**src/rtl/credit_tx_1w_if.sv**
```systemverilog
`default_nettype none
// ============================================================================
// Module      : credit_tx_1w_if
// Description : Bundle of producer handshake, credit-link and status signals
//               for the credit_tx_1w transmit block.
// Revision    : 1.0 - initial release
// ============================================================================
interface credit_tx_1w_if #(
    parameter int width_p        = 8,
    parameter int credits_log2_p = 3
);
    logic [width_p-1:0]      data_i;
    logic                    valid_i;
    logic                    ready_o;
    logic                    link_valid_o;
    logic [width_p-1:0]      link_data_o;
    logic                    credit_i;
    logic [credits_log2_p:0] credits_o;
    logic                    error_o;

    // Environment side: producer plus credit-return path from the receiver
    modport master (
        output data_i, valid_i, credit_i,
        input  ready_o, link_valid_o, link_data_o, credits_o, error_o
    );

    // Transmit block side
    modport slave (
        input  data_i, valid_i, credit_i,
        output ready_o, link_valid_o, link_data_o, credits_o, error_o
    );
endinterface
`default_nettype wire

```
**src/rtl/credit_tx_1w.sv**
```systemverilog
`default_nettype none
// ============================================================================
// Module      : credit_tx_1w
// Description : Transmit end of a credit-based stream link. Forwards accepted
//               words as single-cycle registered pulses and never exceeds the
//               remote buffer depth, tracked by a saturating credit counter.
//               Optional sticky overflow flag: CREDIT_TX_OVERFLOW_CHECK_EN.
// Revision    : 1.0 - initial release
// ============================================================================
module credit_tx_1w #(
    parameter int width_p        = 8,
    parameter int credits_log2_p = 3
) (
    input  wire logic             clk_i,
    input  wire logic             reset_i,
    credit_tx_1w_if.slave         bus
);

    localparam int                 c_cnt_w = credits_log2_p + 1;
    localparam logic [c_cnt_w-1:0] c_full  = c_cnt_w'(1) << credits_log2_p;

    logic [c_cnt_w-1:0] r_credit;
    logic               r_link_valid;
    logic [width_p-1:0] r_link_data;
    logic               w_ready;
    logic               w_send;

    // Ready depends only on the registered count, keeping valid/credit out of the path
    assign w_ready = (r_credit != '0);
    assign w_send  = bus.valid_i & w_ready;

    // Credit counter: a send and a returned credit in the same cycle cancel out;
    // a credit arriving at full is dropped so the count saturates
    always_ff @(posedge clk_i) begin
        if (reset_i) begin
            r_credit <= c_full;
        end else if (w_send && !bus.credit_i) begin
            r_credit <= r_credit - c_cnt_w'(1);
        end else if (!w_send && bus.credit_i && (r_credit != c_full)) begin
            r_credit <= r_credit + c_cnt_w'(1);
        end
    end

    // Link register: one-cycle pulse per accepted word, data held between pulses
    always_ff @(posedge clk_i) begin
        if (reset_i) begin
            r_link_valid <= 1'b0;
            r_link_data  <= '0;
        end else begin
            r_link_valid <= w_send;
            if (w_send) begin
                r_link_data <= bus.data_i;
            end
        end
    end

`ifdef CREDIT_TX_OVERFLOW_CHECK_EN
    logic w_overflow;
    logic r_error;

    // Overflow means the receiver returned more credits than were ever granted
    assign w_overflow = bus.credit_i & ~w_send & (r_credit == c_full);

    // Sticky error flag, cleared only by reset
    always_ff @(posedge clk_i) begin
        if (reset_i) begin
            r_error <= 1'b0;
        end else if (w_overflow) begin
            r_error <= 1'b1;
        end
    end

    assign bus.error_o = r_error;
`else
    assign bus.error_o = 1'b0;
`endif

    assign bus.ready_o      = w_ready;
    assign bus.link_valid_o = r_link_valid;
    assign bus.link_data_o  = r_link_data;
    assign bus.credits_o    = r_credit;

endmodule
`default_nettype wire

```
**src/flat_wrapper.sv**
```systemverilog
// flat-port wrapper written by rule: the top's interface ports become plain ports
module credit_tx_1w_flat 
#(
    parameter int width_p        = 8,
    parameter int credits_log2_p = 3
)
  (clk_i, reset_i, bus_data_i, bus_valid_i, bus_credit_i, bus_ready_o, bus_link_valid_o, bus_link_data_o, bus_credits_o, bus_error_o);
  credit_tx_1w_if #(.width_p(width_p), .credits_log2_p(credits_log2_p)) bus_i ();
  input  wire logic clk_i;
  input  wire logic reset_i;
  input wire logic [$bits(bus_i.data_i)-1:0] bus_data_i;
  input wire logic [$bits(bus_i.valid_i)-1:0] bus_valid_i;
  input wire logic [$bits(bus_i.credit_i)-1:0] bus_credit_i;
  output wire logic [$bits(bus_i.ready_o)-1:0] bus_ready_o;
  output wire logic [$bits(bus_i.link_valid_o)-1:0] bus_link_valid_o;
  output wire logic [$bits(bus_i.link_data_o)-1:0] bus_link_data_o;
  output wire logic [$bits(bus_i.credits_o)-1:0] bus_credits_o;
  output wire logic [$bits(bus_i.error_o)-1:0] bus_error_o;
  assign bus_i.data_i = bus_data_i;
  assign bus_i.valid_i = bus_valid_i;
  assign bus_i.credit_i = bus_credit_i;
  assign bus_ready_o = bus_i.ready_o;
  assign bus_link_valid_o = bus_i.link_valid_o;
  assign bus_link_data_o = bus_i.link_data_o;
  assign bus_credits_o = bus_i.credits_o;
  assign bus_error_o = bus_i.error_o;
  credit_tx_1w #(.width_p(width_p), .credits_log2_p(credits_log2_p)) u_core (.clk_i(clk_i), .reset_i(reset_i), .bus(bus_i));
endmodule
```
**config.mk**
```make
export PLATFORM = sky130hd
export DESIGN_NAME = credit_tx_1w_flat
export DESIGN_NICKNAME = d
export VERILOG_FILES = /design/src/rtl/credit_tx_1w_if.sv /design/src/rtl/credit_tx_1w.sv /design/src/flat_wrapper.sv
export SDC_FILE = /design/constraint.sdc
export NUM_CORES = 1
export LEC_CHECK = 0
export CAP_MARGIN = 40
export CORE_MARGIN = 2
export CORE_UTILIZATION = 30
export CTS_CLUSTER_SIZE = 12
export DETAILED_ROUTE_END_ITERATION = 10
export PLACE_DENSITY = 0.67
export RECOVER_POWER = 100
export REMOVE_ABC_BUFFERS = 1
export SLEW_MARGIN = 10
export SYNTH_ARGS = -nofsm -noshare
export SYNTH_HDL_FRONTEND = slang
export SYNTH_SLANG_ARGS = --single-unit
```
**constraint.sdc**
```tcl
create_clock -name clk_i -period 3 [get_ports clk_i]
set_input_delay 0.75 -clock clk_i [delete_from_list [all_inputs] [get_ports clk_i]]
set_output_delay 0.75 -clock clk_i [all_outputs]
set_load 0.01 [all_outputs]
```
# Word level (Yosys, flattened, before mapping)
# Cells that the tools add are included.
# totals
register_bits	13
elab_cells	16
# op_classes
addsub	2
eq_ne	1
mux	2
n_bitwise	1
n_reduce_logical	7
# op_table
operator	count
2-to-1 mux 4 bit	2
adder 4 x 1 -> 4 bit (second input constant)	1
!= test 4 bit (second input constant)	1
nonzero test 4 bit	1
subtractor 4 x 1 -> 4 bit (second input constant)	1
logical AND 1 bit	3
logical NOT 1 bit	2
nonzero test 2 bit	1
bitwise AND 1 bit	1

# Longest topological paths before layout
# Gate-level depths: netlist of the first run.
# depth
depth_word	7
ltp_mapped	10
ltp_nobuf	9

# Worst setup path before layout of the first run
# OpenSTA, ideal clock, no wires.
# synth_timing
path_type	input port to flip-flop
from	input bus_valid_i
to	register u_core.r_credit[3], in the netlist u_core.bus.credits_o[3]
setup_ns	0.130
arrival_ns	2.328
slack_ns	0.542
path_stages	9
n_path_buf	1
cell_sequence	buf_2 -> nand2_8 -> or2_2 -> inv_1 -> ha_1 -> a21o_2 -> a211oi_1 -> a221o_1 -> o211ai_1
# synth_via
elab_chain_len	5
elab_cells_between_ends	7
cone_classes	mux (1); bitwise (1); reduce/logical (5)
# synth_lines
item	line	rtl
from (decl)	flat_wrapper.sv:12	input wire logic [$bits(bus_i.valid_i)-1:0] bus_valid_i;
bitwise AND 1 bit *	credit_tx_1w.sv:30	assign w_send = bus.valid_i & w_ready;
logical NOT 1 bit	credit_tx_1w.sv:39	end else if (!w_send && bus.credit_i && (r_credit != c_full)) begin
logical AND 1 bit (2 in series)	credit_tx_1w.sv:39	
nonzero test 2 bit (no source line)	--	
to (signal assigned)	credit_tx_1w.sv:36	r_credit <= c_full;
to (signal assigned)	credit_tx_1w.sv:38	r_credit <= r_credit - c_cnt_w'(1);
to (signal assigned)	credit_tx_1w.sv:40	r_credit <= r_credit + c_cnt_w'(1);
to (decl)	credit_tx_1w.sv:22	logic [c_cnt_w-1:0] r_credit;
# Every way passes the cells marked *; elsewhere a longest branch is shown, timed or not.
# A chain may end at the register's enable or synchronous reset.

# Worst setup path in the final report of the first run
# layout_timing
from	register u_core.r_credit[0], in the netlist u_core.bus.credits_o[0]
to	output bus_ready_o
# layout_via
elab_chain_len	1
# layout_lines
item	line	rtl
nonzero test 4 bit	credit_tx_1w.sv:29	assign w_ready = (r_credit != '0);
to (decl)	flat_wrapper.sv:14	output wire logic [$bits(bus_i.ready_o)-1:0] bus_ready_o;
# Every way passes these cells.

==> results.toml, run 1 <==
[floorplan]
core-area_um2 = 2000
die_area_um2 = 2580
placementRows = 16
dieHeight_um = 50.8
top_level_ports = 27
fp.dieW_um = 50.8
start_util_pct = 32.8

[global_route]
antenna_found_initial = 0
grt_start_max_net_pins = 14
track_usage_pct = 12.9
grt_first_pass_wirelength_mm = 2.47
grt_pass1_vias = 570
grt_overflow = 0

[timing]
hold_violations = 0
tns_ns = 0
period_share_pct = 90.6
fmax_ghz = 0.368
relSlewSlack_pct = 58.0
fin_skew_ns = 0.000839
worst-slew-pin-transition_ns = 0.630
maxSlewViolCount = 0
whs_ns = 0.492
setup_violations = 0
min_period_ns = 2.72
rsz0062_at_grt = "false"

[clock_tree]
h-tree-depth = 1
ctsRootBufferMaster = "clkbuf_4"
clock-sinks = 13
clk_latency_ns = 0.26
cts_resized = 0
path_clk_slew_ns = 0.08
cts_setup_buffers = 0
postCtsHoldBufs = 0
tritoncts = "done"
clk_path_buf_depth = 2
numCtsBuffers = 3

[worst_setup_path]
critPathArrivalTime_ns = 1.97
rr_worst_depth = 9
cp_max_fo = 8
setup.worst_path.class = "register to output port"
crit_required_ns = 2.25
critical_path.startpoint_type = "register"
end_kind = "output port"

[yosys]
ys_seq_area_share_pct = 39.7
yosysUniqueCellTypes = 30
synth_edf_count = 0
yosys.area.top_type = "dfxtp_1"
synth_area_leaders = "dfxtp_1, mux2i_1, nor2_1"
synth-async-reset-ratio_pct = 0
syn_area_um2 = 656
synth_common_cells = "dfxtp_1, nor2_1, mux2i_1"
synth.most_common_cell = "dfxtp_1"
netlist_instances = 67
synth.top_cell.area_share_pct = 39.7
synth-warning-count = 0
syn_area_per_cell_um2 = 9.79
ys_ff_latch = 13
yosys_most_used_dff = "dfxtp_1"

[routing]
first_pass_iters = 4
drt_iter0_drc = 7
wire_per_inst_um = 11.5
ant_nets = 0
post-route-drc-count = 0
routed_wl_mm = 1.40
vias = 565
via_per_inst = 4.63

[layout]
num-nets-final = 111
diodes = 0
drive_above_1_share_pct = 9.47
area_growth_pct = 45.2
finalNonFillerCells = 122
final_cell_area_um2 = 952

[run_status]
status = "finished clean"

[placement]
place_inst = 118
place.gp.congestion = 0.851
placed_cell_area_um2 = 935
hpwl_mm = 1.05
portBuffers = 25

[run]
maxCapViolCount = 0

[worst_hold_path]
hp-class = "register to register"
hold_depth = 2

[pwr]
leakage_uw = 0.000438
totalPowerFinal_uw = 643
ir_drop_uv = 325
p_per_area_nw_per_um2 = 676
through the flow:
stage,worst slack [ns],utilization (%)
floorplan,0.471,-
global placement,0.150,46.7
detailed placement,0.0848,46.7
CTS,0.361,48.0
global route,0.178,47.6
finish,0.281,47.6
layout by cell type, fill, tap and decap left out:
cell,n
a221o_1,1
dlygate4sd3_1,15
a32oi_1,1
clkdlybuf4s50_1,10
clkbuf_1,2
o211ai_1,1
a21oi_1,1
a31oi_1,1
nor3_1,1
or3_2,1
dfxtp_1,13
nor2b_1,1
conb_1,1
fa_1,1
o311a_1,1
mux2i_1,8
o21ai_0,1
inv_1,4
or2_2,1
buf_4,2
a211oi_1,3
nand2_1,1
nand2_8,1
clkbuf_4,3
a21o_2,1
or4_1,1
a21o_1,1
ha_1,2
nor2_1,12
xnor2_1,3
layer usage:
metal	wire length [um]	vias up	share of wire [%]	GRT usage (%)
li1	-	285	-	-
met4	8	0	0.57	5.41
met3	72	2	5.1	3.57
met5	0	-	0	0
met1	631	261	45	15.2
met2	687	17	49	21.9
power breakdown:
part	switching (uW)	internal, uW	total [uW]	leakage (uW)
registers	44.5	206	251	0.000107
clock network	52.3	51.3	104	0.0000150
logic	134	156	289	0.000316
state kept, by name, indices dropped and copies added (netlist names):
signal	cells
u_core.bus.credits_o	4
u_core.bus.link_data_o	8
u_core.bus.link_valid_o	1
critical path: stages (launching register included):
cell and delay, ns:
dfxtp_1 0.39, or4_1 0.66, dlygate4sd3_1 0.65
cells by family after synthesis:
family / Yosys count / share of synthesized area, %
and+or+nand+nor: 19 / 15.5
other: 1 / 0.572
muxes: 8 / 12.2
DFF: 13 / 39.7
adders and majority gates: 3 / 6.87
xor gates and xnor gates: 3 / 4.01
buffers and inverters: 8 / 6.49
AOI/OAI and AO/OA: 12 / 14.7
final timing paths:
check	slack, ns	from	to
setup reg to reg	0.48	u_core.bus.credits_o[0]	u_core.bus.credits_o[3]
hold reg to reg	0.49	u_core.bus.link_data_o[4]	u_core.bus.link_data_o[4]
hold / removal	0.49	u_core.bus.link_data_o[4]	u_core.bus.link_data_o[4]
setup / recovery	0.28	u_core.bus.credits_o[0]	bus_ready_o
final cells by class:
| type | instances | area, um2 |
|---|---|---|
| Fill cell | 192 | 1050 |
| Multi-Input combinational cell | 46 | 348 |
| Timing Repair Buffer | 28 | 269 |
| Sequential cell | 13 | 260 |
| Tap cell | 27 | 33.8 |
| Clock buffer | 4 | 26.3 |
| Inverter | 4 | 15.0 |
(Power assumes the default switching activity.)
==> run 2, diff against run 1 <==
--- a/config.mk
+++ b/config.mk
@@ -13,7 +13,7 @@
 export PLACE_DENSITY = 0.67
 export RECOVER_POWER = 100
 export REMOVE_ABC_BUFFERS = 1
-export SLEW_MARGIN = 10
+export SLEW_MARGIN = 20
 export SYNTH_ARGS = -nofsm -noshare
 export SYNTH_HDL_FRONTEND = slang
 export SYNTH_SLANG_ARGS = --single-unit
==> results of run 2 <==
No change in the layout: final DEF, timing and power equal those of run 1.
==> run 3, diff against run 2 <==
--- a/config.mk
+++ b/config.mk
@@ -13,7 +13,7 @@
 export PLACE_DENSITY = 0.67
 export RECOVER_POWER = 100
 export REMOVE_ABC_BUFFERS = 1
-export SLEW_MARGIN = 20
+export SLEW_MARGIN = 25
 export SYNTH_ARGS = -nofsm -noshare
 export SYNTH_HDL_FRONTEND = slang
 export SYNTH_SLANG_ARGS = --single-unit
==> results of run 3 <==
No change in the layout: final DEF, timing and power equal those of run 1.
==> variant 1 (settings of run 3) <==
`width_p` is set to 8 in 3 places; all go to 7.
--- a/src/rtl/credit_tx_1w_if.sv
+++ b/src/rtl/credit_tx_1w_if.sv
@@ -6,7 +6,7 @@
 // Revision    : 1.0 - initial release
 // ============================================================================
 interface credit_tx_1w_if #(
-    parameter int width_p        = 8,
+    parameter int width_p        = 7,
     parameter int credits_log2_p = 3
 );
     logic [width_p-1:0]      data_i;
--- a/src/rtl/credit_tx_1w.sv
+++ b/src/rtl/credit_tx_1w.sv
@@ -8,7 +8,7 @@
 // Revision    : 1.0 - initial release
 // ============================================================================
 module credit_tx_1w #(
-    parameter int width_p        = 8,
+    parameter int width_p        = 7,
     parameter int credits_log2_p = 3
 ) (
     input  wire logic             clk_i,
--- a/src/flat_wrapper.sv
+++ b/src/flat_wrapper.sv
@@ -1,7 +1,7 @@
 // flat-port wrapper written by rule: the top's interface ports become plain ports
 module credit_tx_1w_flat 
 #(
-    parameter int width_p        = 8,
+    parameter int width_p        = 7,
     parameter int credits_log2_p = 3
 )
   (clk_i, reset_i, bus_data_i, bus_valid_i, bus_credit_i, bus_ready_o, bus_link_valid_o, bus_link_data_o, bus_credits_o, bus_error_o);
Ports: changed (resized bus_data_i and bus_link_data_o); port bits go from 27 to 25. The function was not compared with the original's and may differ.
==> variant 1 against run 3 <==
Area after synthesis shrank 7.1%. Clock skew grew 0.0050 ns. Cell area shrank 4.6%. Power is essentially flat. Routed wire length shrank 7.2%. Setup slack lost 0.016 ns. Core utilization shrank 0.78 points. Sequential cell count shrank 1.
==> variant 1: results (changes against run 3) <==
GRT
  – GRT met2 Usage: 19.4% (was 21.9%)
  – Global-route wire length before repair: 2260 um (was 2470 um)
  – Total global routing track utilization: 12.2% (was 12.9%)
  – Global Route met3 Usage: 5.21% (was 3.57%)
  – GRT met1 Usage: 14.1% (was 15.2%)
  – Number of global-route vias before repair: 552 (was 570)

Status
  – Status: finished clean (unchanged)

Place
  – Port Buffers: 23 (was 25)
  – Final weighted congestion of routability-driven global placement: 0.816 (was 0.851)
  – Instance area after placement: 885 sq um (was 935 sq um)
  – Worst slack at placement: 0.0354 ns (was 0.0848 ns)

Worst setup path
  – Reg2Reg Setup Slack: 0.45 ns (was 0.48 ns)

Timing
  – Worst-case clock skew: 0.00581 ns (was 0.000839 ns)
  – Worst rel slew slack: 63.7% (was 58.0%)

Worst hold path
  – Hold EP: u_core.bus.link_data_o[6] (was u_core.bus.link_data_o[4])
  – Launch point of the worst hold path: u_core.bus.link_data_o[6] (was u_core.bus.link_data_o[4])

Layout
  – Number of filler instances in the final layout: 193 (was 192)
  – Final Instance Count excl. Fillers: 117 (was 122)
  – Max reg flops: 7 (was 8)
  – Share of post-route cells with drive strength above 1: 11.1% (was 9.47%)

Synth
  – Part of the Yosys area used for sequential elements: 39.4% (was 39.7%)
  – Average size of a mapped cell: 9.83 sq um (was 9.79 sq um)
  – Cell variety after synth: 28 (was 30)
  – Top area cells in the synthesized netlist: sky130_fd_sc_hd__dfxtp_1 (39%), sky130_fd_sc_hd__mux2i_1 (11%), sky130_fd_sc_hd__nor2_1 (6.8%) (was sky130_fd_sc_hd__dfxtp_1 (40%), sky130_fd_sc_hd__mux2i_1 (12%), sky130_fd_sc_hd__nor2_1 (6.9%))

Detailed routing
  – Iter 0 DRT Violations: 4 (was 7)
  – Routed wire per std cell: 11.1 um (was 11.5 um)
  – Detail-routed via count per cell: 4.74 (was 4.63)

Clock tree
  – Maximum level of the CTS H-tree: 1 (unchanged)

Power
  – Peak VDD IR: 0.376 mV (was 0.325 mV)
  – Leakage dissipation: 0.418 nW (was 0.438 nW)
==> variant 1: cells by family (layout without fill, tap and decap cells) <==
| logic type | after synthesis | after routing | share of synthesized area, % |
|---|---|---|---|
| compound gates | 12 | 12 | 15.8 |
| simple gates | 18 | 18 | 16.6 |
| flops | 12 | 12 | 39.4 |
| xor+xnor | 3 | 3 | 4.31 |
| fa+ha+maj | 3 | 3 | 7.39 |
| mux | 7 | 7 | 11.5 |
| other cells | 1 | 1 | 0.615 |
| buf+inv | 6 | 34 | 4.31 |
==> variant 1: worst max path at each step <==
stage                                 start                      end  slack [ns]  cells past startpoint
floorplan           u_core.bus.credits_o[0]  u_core.bus.credits_o[3]        0.60                      9
global placement                bus_valid_i  u_core.bus.credits_o[3]        0.08                      9
detailed placement              bus_valid_i  u_core.bus.credits_o[3]        0.04                      9
CTS                             bus_valid_i  u_core.bus.credits_o[3]        0.33                      9
global route                    bus_valid_i  u_core.bus.credits_o[3]        0.15                      9
finish              u_core.bus.credits_o[0]              bus_ready_o        0.27                      2
==> variant 1: worst max-delay path: stages, from the launching register on <==
cell and delay, ns:
sky130_fd_sc_hd__dfxtp_1 0.40, sky130_fd_sc_hd__or4_1 0.66, sky130_fd_sc_hd__dlygate4sd3_1 0.65
==> variant 1: layout make-up <==
class	instances	area (sq um)	share of cell area, %
tap	27	33.8	3.72
inverter	4	15.0	1.65
timing repair buffer	26	249	27.4
multi-input combinational	44	334	36.8
sequential	12	240	26.4
clock buffer	4	36.3	3.99
==> variant 1: layer usage <==
layer  wire length [um]  share of wire (%)
met1                626                 48
met4                  0                  0
met2                587                 45
met5                  0                  0
met3                 84                6.5
==> variant 1: power breakdown <==
group          switching (mW)  internal (mW)  leakage, nW
registers              0.0454          0.191       0.0992
logic                   0.128          0.150        0.298
clock network          0.0551         0.0737       0.0210
==> variant 2 (settings of run 3) <==
Made on the original files. Add a define of `CREDIT_TX_OVERFLOW_CHECK_EN`.
--- a/src/rtl/credit_tx_1w.sv
+++ b/src/rtl/credit_tx_1w.sv
@@ -7,6 +7,8 @@
 //               Optional sticky overflow flag: CREDIT_TX_OVERFLOW_CHECK_EN.
 // Revision    : 1.0 - initial release
 // ============================================================================
+`define CREDIT_TX_OVERFLOW_CHECK_EN
+
 module credit_tx_1w #(
     parameter int width_p        = 8,
     parameter int credits_log2_p = 3
Formal check against the unedited RTL: not equivalent (Yosys sat finds a counterexample within 4 cycles, from zero or initial values and one cycle with reset_i high).
==> variant 2 against run 3 <==
Setup slack gained 0.15 ns. Clock skew grew 0.00087 ns. Maximum frequency grew 5.9%. Cell area grew 2.4%. Power grew 4.9%. Area after synthesis grew 2.1%. Sequential share of layout area grew 1.4 points. Routed wire length grew 5.0%. Via count grew 12%. Sequential cell count grew 1. Combinational power shrank 2%. Cell count grew 11%.
==> variant 2: results (changes against run 3) <==
Status
  – Status: finished clean (unchanged)

Worst hold path
  – Launch point of the worst hold path: u_core.bus.link_data_o[3] (was u_core.bus.link_data_o[4])
  – Hold EP: u_core.bus.link_data_o[3] (was u_core.bus.link_data_o[4])

Timing
  – Worst hold margin: 0.453 ns (was 0.492 ns)
  – Worst rel slew slack: 54.3% (was 58.0%)

Detailed routing
  – Iter 0 DRT Violations: 13 (was 7)
  – Final routed wirelength across all metal layers: 1470 um (was 1400 um)
  – Detail-routed via count per cell: 4.63 (about the same)
  – Vias post-DR: 630 (was 565)

Worst setup path
  – Arrival time at the worst endpoint: 2.77 ns (was 1.97 ns)
  – CP max stage delay: 0.53 ns (was 0.66 ns)
  – Reg2Reg Setup Slack: 0.56 ns (was 0.48 ns)
  – Crit-path max FO: 3 (was 8)

GRT
  – Number of global-route vias before repair: 590 (was 570)
  – Total global routing track utilization: 12.5% (was 12.9%)

Place
  – Worst slack at placement: 0.282 ns (was 0.0848 ns)
  – Total placed cells including tap cells: 131 (was 118)
  – Port Buffers: 26 (was 25)
  – Instance area after placement: 965 sq um (was 935 sq um)
  – Sum of net half-perimeters after detailed placement: 1130 um (was 1050 um)
  – Final weighted congestion of routability-driven global placement: 0.780 (was 0.851)

Power
  – Leakage dissipation: 0.418 nW (was 0.438 nW)
  – Total Power: 0.675 mW (was 0.643 mW)
  – Part of the power in registers: 39.0% (was 38.9%)
  – Peak VDD IR: 0.377 mV (was 0.325 mV)
  – Share of power burned in combinational logic: 41.8% (was 45.0%)

Synth
  – Cell variety after synth: 24 (was 30)
  – Most frequent cells after synthesis: sky130_fd_sc_hd__nand2_1 (18), sky130_fd_sc_hd__dfxtp_1 (14), sky130_fd_sc_hd__a21oi_1 (12), sky130_fd_sc_hd__nor2_1 (6), sky130_fd_sc_hd__inv_1 (5) (was sky130_fd_sc_hd__dfxtp_1 (13), sky130_fd_sc_hd__nor2_1 (12), sky130_fd_sc_hd__mux2i_1 (8), sky130_fd_sc_hd__inv_1 (4), sky130_fd_sc_hd__xnor2_1 (3))
  – Average size of a mapped cell: 8.69 sq um (was 9.79 sq um)
  – Part of the Yosys area used for sequential elements: 41.9% (was 39.7%)
  – Top area cells in the synthesized netlist: sky130_fd_sc_hd__dfxtp_1 (42%), sky130_fd_sc_hd__nand2_1 (10%), sky130_fd_sc_hd__a21oi_1 (9.0%) (was sky130_fd_sc_hd__dfxtp_1 (40%), sky130_fd_sc_hd__mux2i_1 (12%), sky130_fd_sc_hd__nor2_1 (6.9%))

Layout
  – Final net count: 124 (was 111)
  – Number of filler instances in the final layout: 231 (was 192)
[variant 2: cell types whose count changed after synthesis, sizes merged, moves of 2 or more]
cell / delta
nand2: +16
a21oi: +11
mux2i: -7
nor2: -6
a211oi: -2
a21boi: +2
a21o: -2
buf: -2
[variant 2: logic make-up (layout without fill, tap and decap cells)]
logic type	Yosys count	count (layout)	synth area share [%]
AND/OR/NAND/NOR	28	28	17.6
multiplexers	1	1	1.50
flip-flops	14	14	41.9
adder cells (fa/ha/maj)	3	3	6.73
buffers and inverters	7	38	5.05
AO/OA/AOI/OAI	21	21	23.4
XOR/XNOR	3	3	3.93
[variant 2: worst max-delay path: cells and delay by family]
kind / cells / cell delay, ns
AND/OR/NAND/NOR: 1 / 0.13
AO/OA/AOI/OAI: 5 / 0.99
adder cells (fa/ha/maj): 1 / 0.26
buffers and inverters: 2 / 0.62
[variant 2: how the worst max path moves through the flow]
stage / startpoint / to / slack [ns] / cells after the start
floorplan: bus_valid_i / u_core.bus.credits_o[3] / 0.66 / 8
global placement: bus_valid_i / u_core.bus.credits_o[3] / 0.32 / 9
detailed placement: bus_credit_i / u_core.bus.credits_o[3] / 0.28 / 9
CTS: u_core.bus.credits_o[0] / bus_ready_o / 0.56 / 3
global route: u_core.bus.credits_o[0] / u_core.bus.credits_o[3] / 0.29 / 9
finish: bus_valid_i / u_core.bus.credits_o[3] / 0.43 / 9
[variant 2: area by class of cell]
| cell class | count | area share (%) |
|---|---|---|
| well taps | 28 | 3.59 |
| inverters | 5 | 1.93 |
| repair buffers | 29 | 27.9 |
| clock buffers | 4 | 3.72 |
| multi-input cells | 56 | 34.1 |
| flip-flops and latches | 14 | 28.8 |
[variant 2: layer usage]
layer  track usage [%]  part of all wire [%]
met3              5.56                   6.7
met4              2.63                     0
met5                 0                     0
met1              15.5                    44
met2              19.9                    50
